## src/rtl/count_en_gen_pkg.sv

```systemverilog
// Shared types and default widths for the enable-strobe generator.
package count_en_gen_pkg;

  localparam int DIV_WIDTH_DEF   = 8;
  localparam int BURST_WIDTH_DEF = 4;

  typedef enum logic {
    IDLE = 1'b0,
    RUN  = 1'b1
  } state_t;

endpackage

```

## src/rtl/count_en_prescaler.sv

```systemverilog
// Loadable down-counter; tick is high while the count sits at zero.
// Load has priority over decrement; the count holds when neither is asserted.
module count_en_prescaler #(
  parameter int W = 8
) (
  input  logic         clk,
  input  logic         rst,
  input  logic         load,
  input  logic         dec,
  input  logic [W-1:0] load_val,
  output logic         tick
);

  logic [W-1:0] cnt;

  always_ff @(posedge clk) begin
    if (rst) begin
      cnt <= '0;
    end else if (load) begin
      cnt <= load_val;
    end else if (dec) begin
      cnt <= cnt - W'(1);
    end
  end

  assign tick = (cnt == '0);

endmodule

```

## src/rtl/count_en_gen.sv

```systemverilog
// Divides clk by div+1 and emits registered one-cycle en strobes, continuous or as a burst.
// Define COUNT_EN_GEN_PAUSE_EN to add a pause input that freezes a running sequence.
module count_en_gen
  import count_en_gen_pkg::*;
#(
  parameter int DIV_WIDTH   = DIV_WIDTH_DEF,
  parameter int BURST_WIDTH = BURST_WIDTH_DEF
) (
  input  logic                   clk,
  input  logic                   rst,
  input  logic                   start,
  input  logic                   stop,
`ifdef COUNT_EN_GEN_PAUSE_EN
  input  logic                   pause,
`endif
  input  logic [DIV_WIDTH-1:0]   div,
  input  logic [BURST_WIDTH-1:0] burst_len,
  input  logic                   burst_mode,
  output logic                   en,
  output logic                   busy,
  output logic                   done
);

  state_t                 state, state_nxt;
  logic [DIV_WIDTH-1:0]   div_q;
  logic [BURST_WIDTH-1:0] len_q;
  logic                   mode_q;
  logic [BURST_WIDTH-1:0] pcnt;
  logic [BURST_WIDTH-1:0] last_idx;
  logic                   hold;
  logic                   accept, advance, tick, strobe, last;
  logic                   en_d, done_d, busy_d;

`ifdef COUNT_EN_GEN_PAUSE_EN
  assign hold = pause;
`else
  assign hold = 1'b0;
`endif

  // burst_len of 0 wraps to all-ones here, giving a full 2^BURST_WIDTH burst
  assign last_idx = len_q - BURST_WIDTH'(1);
  assign accept   = (state == IDLE) && start && !stop;
  assign advance  = (state == RUN) && !stop && !hold;
  assign strobe   = advance && tick;
  assign last     = strobe && mode_q && (pcnt == last_idx);

  count_en_prescaler #(.W(DIV_WIDTH)) u_prescaler (
    .clk      (clk),
    .rst      (rst),
    .load     (accept || strobe),
    .dec      (advance && !tick),
    .load_val (accept ? div : div_q),
    .tick     (tick)
  );

  always_ff @(posedge clk) begin
    if (rst) begin
      state <= IDLE;
    end else begin
      state <= state_nxt;
    end
  end

  always_comb begin
    state_nxt = state;
    case (state)
      IDLE:    if (accept) state_nxt = RUN;
      RUN:     if (stop || last) state_nxt = IDLE;
      default: state_nxt = IDLE;
    endcase
  end

  always_comb begin
    en_d   = strobe;
    done_d = last;
    busy_d = (state_nxt == RUN);
  end

  always_ff @(posedge clk) begin
    if (rst) begin
      en     <= 1'b0;
      done   <= 1'b0;
      busy   <= 1'b0;
      div_q  <= '0;
      len_q  <= '0;
      mode_q <= 1'b0;
      pcnt   <= '0;
    end else begin
      en   <= en_d;
      done <= done_d;
      busy <= busy_d;
      if (accept) begin
        div_q  <= div;
        len_q  <= burst_len;
        mode_q <= burst_mode;
        pcnt   <= '0;
      end else if (strobe) begin
        pcnt <= pcnt + BURST_WIDTH'(1);
      end
    end
  end

endmodule

```

## config.mk

```make
export PLATFORM = sky130hd
export DESIGN_NAME = count_en_gen
export DESIGN_NICKNAME = d
export VERILOG_FILES = /design/src/rtl/count_en_gen_pkg.sv /design/src/rtl/count_en_prescaler.sv /design/src/rtl/count_en_gen.sv
export SDC_FILE = /design/constraint.sdc
export NUM_CORES = 1
export LEC_CHECK = 0
export BUFFER_PORTS_ARGS = -buffer_cell sky130_fd_sc_hd__buf_4
export CORE_UTILIZATION = 56
export CTS_BUF_LIST = sky130_fd_sc_hd__clkbuf_4 sky130_fd_sc_hd__clkbuf_8 sky130_fd_sc_hd__clkbuf_16
export CTS_CLUSTER_DIAMETER = 50
export DETAILED_ROUTE_END_ITERATION = 10
export MAX_ROUTING_LAYER = met4
export PLACE_DENSITY = 0.78
export SKIP_CTS_REPAIR_TIMING = 1
export SLEW_MARGIN = 0
export SYNTH_ARGS = -nofsm -noshare
export SYNTH_HDL_FRONTEND = slang
export SYNTH_SLANG_ARGS = --single-unit
```

## constraint.sdc

```tcl
create_clock -name clk -period 2.6 [get_ports clk]
set_clock_uncertainty 0.05 [all_clocks]
set_input_delay 0.26 -clock clk [delete_from_list [all_inputs] [get_ports clk]]
set_output_delay 0.26 -clock clk [all_outputs]
set_load 0.005 [all_outputs]
```

==> results of run 1 <==
## per-layer routing
metal	vias up	share of wire (%)	global-route usage (%)
met5	-	0	-
met4	0	1.7	12.3
met2	40	48	43.9
li1	676	-	-
met1	641	45	34.1
met3	7	4.9	4.31
## power groups by stage
stage	Clock (mW)	Combinational (mW)	Sequential [mW]
3_3_place_gp	0	0.165	0.480
2_1_floorplan	0	0.130	0.472
3_5_place_dp	0	0.168	0.482
4_1_cts	0.217	0.170	0.472
5_1_grt	0.233	0.190	0.476
6_report	0.218	0.172	0.473
## cell families (layout without fill, tap and decap cells)
group	count (synthesis)	after routing
flip-flops	28	28
AO/OA/AOI/OAI	46	46
multiplexers	2	2
adder cells (fa/ha/maj)	4	4
XOR/XNOR	9	9
buffers and inverters	22	36
AND/OR/NAND/NOR	72	72
## worst reg2reg max path: cells and delay by family, from the launching register on
family	cells	cell delay (ns)
AO/OA/AOI/OAI	2	0.50
flip-flops	1	0.40
AND/OR/NAND/NOR	2	1.07
## Yosys cell counts (2+ instances only)
cell type	instances	area, um^2
a21oi_1	16	80.1
a31oi_1	4	25.0
and2_1	3	18.8
buf_1	2	7.51
buf_2	2	10.0
clkbuf_1	7	26.3
dfxtp_1	28	561
ha_1	4	50.1
inv_1	10	37.5
mux2i_1	2	20.0
nand2_1	28	105
nand3_1	5	25.0
nor2_1	9	33.8
nor3_1	10	50.1
nor3b_1	3	22.5
nor4_1	4	25.0
o211ai_1	3	22.5
o21ai_0	6	30.0
o21bai_1	2	15.0
o31ai_1	2	15.0
or3_1	2	12.5
xnor2_1	7	61.3
xor2_1	2	17.5
## state kept, by name (all words and copies together) (netlist names)
name	cells
busy	1
div_q	8
done	1
en	1
len_q	4
mode_q	1
pcnt	4
u_prescaler.cnt	8
## worst min-delay path by stage
stage	to	slack [ns]	startpoint
2_1_floorplan	div_q[7]$_SDFF_PP0_	0.35	div[7]
3_3_place_gp	div_q[3]$_SDFF_PP0_	0.39	div_q[3]$_SDFF_PP0_
3_5_place_dp	div_q[5]$_SDFF_PP0_	0.40	div_q[5]$_SDFF_PP0_
4_1_cts	len_q[0]$_SDFFE_PP0P_	0.10	burst_len[0]
5_1_grt	len_q[3]$_SDFFE_PP0P_	0.09	burst_len[3]
6_report	len_q[3]$_SDFFE_PP0P_	0.1	burst_len[3]
## final cells by class
class,instances,area (um^2)
clock buffers,4,36.3
fillers,220,822
inverters,10,37.5
multi-input cells,133,818
flip-flops and latches,28,561
well taps,30,37.5
repair buffers,22,165
==> impl_results.md, run 1 <==
- Design Area, Final: approximately 1700 um^2
- Clock sink count: 28
- Largest net degree at the start of global routing: 28
- Initial antenna violation count: 0
- Status: complete, no violations
- Post-synth cell types: 45
- GR Util All Layers: 27.5%
- Xor and xnor fraction of the mapped netlist area: 5.38%
- Total gr overflow: 0
- Final #Nets: between 200 and 250
- Post-synth EDFFs: 0
- Rows: 18
- Seq cells post-synth: 28
- GP Congestion: about 0.88
- Pwr Total: approximately 860 uW
- Area Growth Syn to Fin: 12.9%
- Logic gate share of total power: 19.9%
- Post-route core utilization: 66.8%
- CP max FO: 9
- Final worst path period share: 79.6%
- Psw: 249 uW
- Flop pwr share: 54.8%
- IO Pins: 20
- Async SR Flop Fraction: 0%
- Final ANT Viol Nets: 0
- VDD IR max: 0.463 mV
- Synth Area in Simple Gates: 24.8%
- Hold Vio Cnt, Final: 0
- Clock Pin Slew Worst Setup and Hold Paths: around 0.15 ns
- Final worst path period need: 2.07 ns
- Mean Syn Cell Area: 8.01 um^2
- R2R Path Start: u_prescaler.cnt[3]$_SDFFE_PP0P_
- Slowest cell on crit path: or4_4
- Share of cells above drive strength 1: ~16%
- Mapped cell area: 1470 um^2
- Hold crit path type: in -> reg
- Vias: 1,364
- Die area: 2830 um^2
- WP depth: 4
- Post-synthesis instance total: 183
- Setup TNS: 0 ns
- Die Y: ~53 um
- Startpoint types: flip-flop
- Max incr delay on CP: 0.60 ns
- IO Port Bufs: 19
- Leakage: 0.622 nW
- CP top delay family: simple AND/OR/NAND/NOR gates
- CTS tree: yes
- Max_cap viols: 0
- Tightest Pin Transition: ~0.74 ns
- Mux share of post-synthesis cell area: 1.37%
- First-pass GRT wire length: about 5.4 mm
- Compound-Gate Fraction of Synth Area: 20.5%
- Adder-Cell Fraction of Synth Area: ~3.4%
- Crit path to: u_prescaler.cnt[1]$_SDFFE_PP0P_
- Worst r2r path cells: 4
- Die Span X: 53.2 um
- Crit. Startpoint: u_prescaler.cnt[3]$_SDFFE_PP0P_
- Most used cells in the layout excluding fill and tap cells: 28 x nand2_1, 28 x dfxtp_1, 22 x buf_4
- Final Non-Filler Cells: about 230
- Sw Ratio: 28.9%
- Largest family of logic cells by synthesized area: simple AND/OR/NAND/NOR gates
- Initial DRC count: 36
- Slew Limit Headroom: between 50% and 60%
- Final setup viols: 0
- Post-synth top flop: dfxtp_1
- Placement Cell Area: 1620 um^2
- Internal Power: 615 uW
- Vias per std cell: roughly 6
- Worst setup margin: around 0.53 ns
- Inst Count DP: 223
- CP cell instances: or4_4 > or3_1 > a221o_1 > a21oi_2
- R2R Path End: u_prescaler.cnt[1]$_SDFFE_PP0P_
- Hold Crit Depth: 3
- Vias in the first global route: 1,207
- WP data required: approximately 2.8 ns
- Total number of yosys warnings: 0
- CTS Buf Count: 3
- Slew Limit Fails: 0
- Pwr dens: 522 nW/um^2
- DRC violations left: 0
- Crit. End Element: flip-flop
- Mapped Nets: 204
- Sequential fraction of the synthesis area: between 30% and 40%
- WS Path Type: reg -> reg
- HPWL Detailed: approximately 2.4 mm
- Clock power frac: ~25%
- Antenna diodes: 0
- Clock insertion delay at the later pin of the skew report: around 0.34 ns
- Pre-antenna DRT Iters: 4
- Worst reg2reg setup slack: approximately 0.53 ns
- Worst hold slack: 0.0957 ns
- Worst Path Buf+Inv: 0
- Max Clock Freq: 483 MHz
- Buffer depth of the longest clock path: 2
- Initial core utilization: 59.2%
- Avg WL per Cell: around 15 um
- DRT Wirelength: 3.49 mm
- Worst Setup Slack post-DPL: ~0.59 ns
- RSZ-0062 raised after global routing: false
- CP arrival: about 2.3 ns
- CTS root buffer: clkbuf_4
- Placeable Area: around 2500 um^2
- H-tree lvl count: 1
Note: power is estimated with default switching activity, not from simulation.
==> run 2, diff against run 1 <==
--- a/config.mk
+++ b/config.mk
@@ -5,13 +5,14 @@
 export SDC_FILE = /design/constraint.sdc
 export NUM_CORES = 1
 export LEC_CHECK = 0
+export ABC_AREA = 1
 export BUFFER_PORTS_ARGS = -buffer_cell sky130_fd_sc_hd__buf_4
-export CORE_UTILIZATION = 56
+export CORE_UTILIZATION = 51
 export CTS_BUF_LIST = sky130_fd_sc_hd__clkbuf_4 sky130_fd_sc_hd__clkbuf_8 sky130_fd_sc_hd__clkbuf_16
 export CTS_CLUSTER_DIAMETER = 50
 export DETAILED_ROUTE_END_ITERATION = 10
 export MAX_ROUTING_LAYER = met4
-export PLACE_DENSITY = 0.78
+export PLACE_DENSITY = 0.74
 export SKIP_CTS_REPAIR_TIMING = 1
 export SLEW_MARGIN = 0
 export SYNTH_ARGS = -nofsm -noshare
==> constraint.sdc (replaced) <==
create_clock -name clk -period 1.7 [get_ports clk]
set_clock_uncertainty 0.05 [all_clocks]
set_input_delay 0.17 -clock clk [delete_from_list [all_inputs] [get_ports clk]]
set_output_delay 0.17 -clock clk [all_outputs]
set_load 0.005 [all_outputs]
==> impl_results.md, run 2 <==
- Status: finished with violations
- Failing checks: DRC
- Post-synth cell types: 26
- Total gr overflow: 0
- DRC violations left: 2
- Initial antenna violation count: 0
- Hold Vio Cnt, Final: 0
- Sequential fraction of the synthesis area: 35.9%
- Slew Limit Fails: 0
- Post-synth EDFFs: 0
- DRT Wirelength: 3.08 mm
- Cell taking the most area after synthesis: dfxtp_1
- Most used cells in the layout excluding fill and tap cells: 59 x nand2_1, 28 x dfxtp_1, 27 x inv_1
- Hold crit path type: in -> reg
- VDD IR max: 0.505 mV
- Synth area leaders: dfxtp_1 36%, nand2_1 14%, inv_1 6.5%
- Vias per std cell: a little over 5
- GRT met1 Usage: 30.2%
- Placeable Area: 2830 um^2
- Synth cell count leaders: 59 x nand2_1, 28 x dfxtp_1, 27 x inv_1, 26 x nor2_1, 20 x a21oi_1
- Rows: 19
- Total number of yosys warnings: 0
- CTS Buf Count: 3
- Min-delay src: burst_len[3]
- Met2 Track Usage GR: 30.9%
- Post-synth top flop: dfxtp_1
- Area of the multi-input gates: 815 um^2
- Placement Cell Area: 1730 um^2
- Die Span X: 57.4 um
- CTS root buffer: clkbuf_4
- Worst hold slack: ~0.028 ns
- Clock insertion delay at the later pin of the skew report: 0.34 ns
- Mapped cell area: about 1600 um^2
- IO Pins: 20
- Clock Pin Slew Worst Setup and Hold Paths: ~0.16 ns
- Largest net degree at the start of global routing: 21
- Antenna diodes: 0
- Seq. cell area: 561 um^2
- Final worst path period need: around 1.5 ns
- Post-route core utilization: 62.8%
- Crit. End Element: flip-flop
- Mean Syn Cell Area: 6.74 um^2
- Post-synthesis instance total: 232
- Post-synth top area share: between 30% and 40%
- Initial DRC count: 66
- GP Congestion: ~0.9
- Buffer depth of the longest clock path: 2
- Avg WL per Cell: 10.8 um
- WP data required: 1.92 ns
- Crit. Startpoint: u_prescaler.cnt[0]$_SDFFE_PP0P_
- Clock sink count: 28
- Vias in the first global route: 1,168
- Share of cells above drive strength 1: 19.4%
- Top Registers: div_q: 8 flops, u_prescaler.cnt: 8 flops
- HPWL Detailed: 2.29 mm
- Max_cap viols: 0
- CP max FO: 13
- Vias: between 1,000 and 1,500
- CTS tree: yes
- Startpoint types: flip-flop
- Initial core utilization: 55.2%
- CP arrival: 1.73 ns
- Leakage: 0.854 nW
- Design Area, Final: around 1800 um^2
- Max Clock Freq: around 660 MHz
- Most common cell after layout, fill and taps aside: nand2_1
- Global routing's busiest layer: met2
- Met3 usage: between 2 and 2.5%
- Async SR Flop Fraction: 0%
- Final #Nets: 275
- Final worst path period share: 89.1%
- Area Growth Syn to Fin: 13.8%
- WS Path Type: reg -> reg
- Pwr Total: ~1.6 mW
- Mapped Nets: 253
- Final ANT Viol Nets: 0
- Pre-antenna DRT Iters: 8
- Tightest Pin Transition: 0.267 ns
- R2R Path Start: u_prescaler.cnt[0]$_SDFFE_PP0P_
- H-tree lvl count: 1
- Setup TNS: 0 ns
- Die area: 3290 um^2
- GR Util All Layers: 21.0%
- Pwr dens: 883 nW/um^2
- Die Y: 57.4 um
- RSZ-0062 raised after global routing: false
- Top-count cell post-synth: nand2_1
- Filler Cells Inserted: 283
- Slew Limit Headroom: 82.2%
- Seq cells post-synth: 28
- Final setup viols: 0
- First-pass GRT wire length: 5.24 mm
- IO Port Bufs: 19
==> run 2: worst max-delay path, stage by stage (launching register included) <==
cell and delay, ns:
dfxtp_1 0.35, inv_1 0.12, ha_1 0.16, inv_1 0.07, nor2_4 0.15, nand3_4 0.11
nand2_4 0.15, nand2_1 0.06, o21ai_1 0.07, nand2_1 0.06, nand2_1 0.06, inv_1 0.03
==> run 2: through the flow <==
stage	setup WS, ns	instances
6_report	0.185	284
5_1_grt	0.0000548	284
4_1_cts	0.190	284
3_5_place_dp	0.218	280
3_3_place_gp	0.240	280
2_1_floorplan	0.276	232
==> run 2: final cells by class <==
type	instances	share of cell area, %
flip-flops and latches	28	31.5
repair buffers	23	9.71
well taps	31	2.18
clock inverters	1	1.69
inverters	37	7.81
multi-input cells	161	45.8
clock buffers	3	1.27
==> run 2: kinds of logic after synthesis <==
group                      count (synthesis)  share of synthesized area, %
and+or+nand+nor                          111                          32.3
buffers and inverters                     43                          12.0
AOI/OAI and AO/OA                         42                          14.3
DFF                                       28                          35.9
xor gates and xnor gates                   4                          2.24
adders and majority gates                  4                          3.20
==> run 2: report_power, final <==
group	total [mW]	switching (mW)	internal, mW
sequential	0.725	0.0269	0.698
combinational	0.395	0.239	0.156
clock	0.451	0.212	0.239
==> run 2: metal layers <==
layer | routed length (um) | share of wire, %
met5 | 0 | 0
met4 | 35 | 1.1
met3 | 245 | 8.0
met2 | 1290 | 42
met1 | 1510 | 49
==> run 2: worst paths after layout <==
path,endpoint,slack [ns],cells after the start
setup reg to reg,u_prescaler.cnt[3]$_SDFFE_PP0P_,0.19,11
hold reg to reg,mode_q$_SDFFE_PP0P_,0.42,2
hold / removal,len_q[3]$_SDFFE_PP0P_,0.03,3
setup / recovery,u_prescaler.cnt[3]$_SDFFE_PP0P_,0.19,11
==> run 3, diff against run 2 <==
--- a/config.mk
+++ b/config.mk
@@ -7,6 +7,7 @@
 export LEC_CHECK = 0
 export ABC_AREA = 1
 export BUFFER_PORTS_ARGS = -buffer_cell sky130_fd_sc_hd__buf_4
+export CORE_ASPECT_RATIO = 1.2
 export CORE_UTILIZATION = 51
 export CTS_BUF_LIST = sky130_fd_sc_hd__clkbuf_4 sky130_fd_sc_hd__clkbuf_8 sky130_fd_sc_hd__clkbuf_16
 export CTS_CLUSTER_DIAMETER = 50
==> impl_results.md, run 3 (same netlist as run 2, synthesis figures left out) <==
- Clock insertion delay at the later pin of the skew report: 0.33 ns
- Hold crit path type: in -> reg
- DRT Wirelength: 3.13 mm
- Final setup viols: 0
- Buffer depth of the longest clock path: 2
- GP Congestion: 0.853
- Most used cells in the layout excluding fill and tap cells: 59 x nand2_1, 28 x dfxtp_1, 27 x inv_1
- CTS tree: yes
- WP data required: 1.90 ns
- Final #Nets: 275
- Max_cap viols: 0
- Clock Pin Slew Worst Setup and Hold Paths: 0.15 ns
- Die Y: 62.6 um
- Top Registers: div_q: 8 flops, u_prescaler.cnt: 8 flops
- CP arrival: about 1.7 ns
- Status: complete, no violations
- Most common cell after layout, fill and taps aside: nand2_1
- Worst reg2reg setup slack: 0.17 ns
- GR Util All Layers: 21.5%
- Hold Vio Cnt, Final: 0
- Slew Limit Fails: 0
- Hold Crit Depth: 3
- Avg WL per Cell: 10.9 um
- Initial DRC count: 44
- Final worst path period need: 1.53 ns
- Pwr dens: 871 nW/um^2
- Area Growth Syn to Fin: 14.0%
- Antenna diodes: 0
- H-tree lvl count: 1
- CTS Buf Count: 3
- Die area: around 3300 um^2
- Final ANT Viol Nets: 0
- Rows: 21
- R2R Path End: u_prescaler.cnt[3]$_SDFFE_PP0P_
- First-pass GRT wire length: 5.33 mm
- Pre-antenna DRT Iters: 4
- Min-delay src: burst_len[1]
- Placement Cell Area: 1710 um^2
- Total gr overflow: 0
- Placeable Area: 2860 um^2
- VDD IR max: 0.772 mV
- Vias per std cell: 4.97
- CTS root buffer: clkbuf_4
- Die Span X: 52.5 um
- Startpoint types: flip-flop
- IO Port Bufs: 19
- HPWL Detailed: 2.39 mm
- Setup TNS: 0 ns
- Design Area, Final: 1780 um^2
- Worst hold slack: around 0.041 ns
- WS Path Type: reg -> reg
- DRC violations left: 0
- Filler Cells Inserted: 270
- R2R Path Start: u_prescaler.cnt[0]$_SDFFE_PP0P_
- IO Pins: 20
- Largest net degree at the start of global routing: 21
- Vias: ~1,400
- Crit. End Element: flip-flop
- Share of cells above drive strength 1: 19.4%
- Initial core utilization: 54.6%
- WHS Endpoint: len_q[1]$_SDFFE_PP0P_
- Initial antenna violation count: 0
- Tightest Pin Transition: 0.305 ns
- Slew Limit Headroom: 79.4%
- Worst r2r path cells: 11
- RSZ-0062 raised after global routing: false
- CP max FO: 13
- Clock sink count: 28
- Vias in the first global route: 1,308
- Max Clock Freq: between 600 and 700 MHz
- Final worst path period share: 90.2%
- Leakage: 0.854 nW
==> run 3: worst max path at each step <==
stage                                    start  cells past startpoint                               to
5_1_grt        u_prescaler.cnt[0]$_SDFFE_PP0P_                     10             pcnt[3]$_SDFFE_PP0P_
4_1_cts        u_prescaler.cnt[0]$_SDFFE_PP0P_                     11  u_prescaler.cnt[3]$_SDFFE_PP0P_
3_3_place_gp   u_prescaler.cnt[0]$_SDFFE_PP0P_                     11  u_prescaler.cnt[5]$_SDFFE_PP0P_
6_report       u_prescaler.cnt[0]$_SDFFE_PP0P_                     11  u_prescaler.cnt[3]$_SDFFE_PP0P_
2_1_floorplan  u_prescaler.cnt[0]$_SDFFE_PP0P_                     11  u_prescaler.cnt[3]$_SDFFE_PP0P_
3_5_place_dp   u_prescaler.cnt[0]$_SDFFE_PP0P_                     11  u_prescaler.cnt[3]$_SDFFE_PP0P_
==> run 3: metal layers <==
layer / vias up / global-route usage [%] / routed length, um
met1: 633 / 23.8 / 1390
met5: - / - / 0
met2: 18 / 38.1 / 1610
met3: 6 / 2.92 / 62
li1: 770 / - / -
met4: 0 / 7.24 / 59
==> run 3: through the flow <==
stage | setup WS [ns] | power (mW) | instances | util [%]
3_5_place_dp | 0.196 | 1.13 | 281 | 59.9
2_1_floorplan | 0.276 | 1.04 | 232 | -
5_1_grt | 0.0113 | 1.64 | 287 | 62.2
4_1_cts | 0.171 | 1.56 | 285 | 61.7
3_3_place_gp | 0.219 | 1.13 | 281 | 59.9
6_report | 0.166 | 1.55 | 287 | 62.2
==> run 3: where the power goes <==
part,switching (mW),internal (mW)
logic,0.239,0.152
registers,0.0288,0.698
clock network,0.195,0.239
total,0.463,1.09
==> run 3: final cells by class <==
cell class | instances | area, um^2 | share of cell area [%]
clock buffers | 3 | 22.5 | 1.26
clock inverters | 1 | 30.0 | 1.69
inverters | 37 | 139 | 7.79
multi-input cells | 161 | 815 | 45.7
flip-flops and latches | 28 | 561 | 31.5
well taps | 34 | 42.5 | 2.39
repair buffers | 23 | 173 | 9.69
==> run 3: critical path, stage by stage (launching register included) <==
cell and delay [ns]:
dfxtp_1 0.35, inv_1 0.13, ha_1 0.17, inv_1 0.08, nor2_4 0.14, nand3_4 0.10
nand2_4 0.15, nand2_1 0.06, o21ai_1 0.07, nand2_1 0.06, nand2_1 0.05, inv_1 0.03
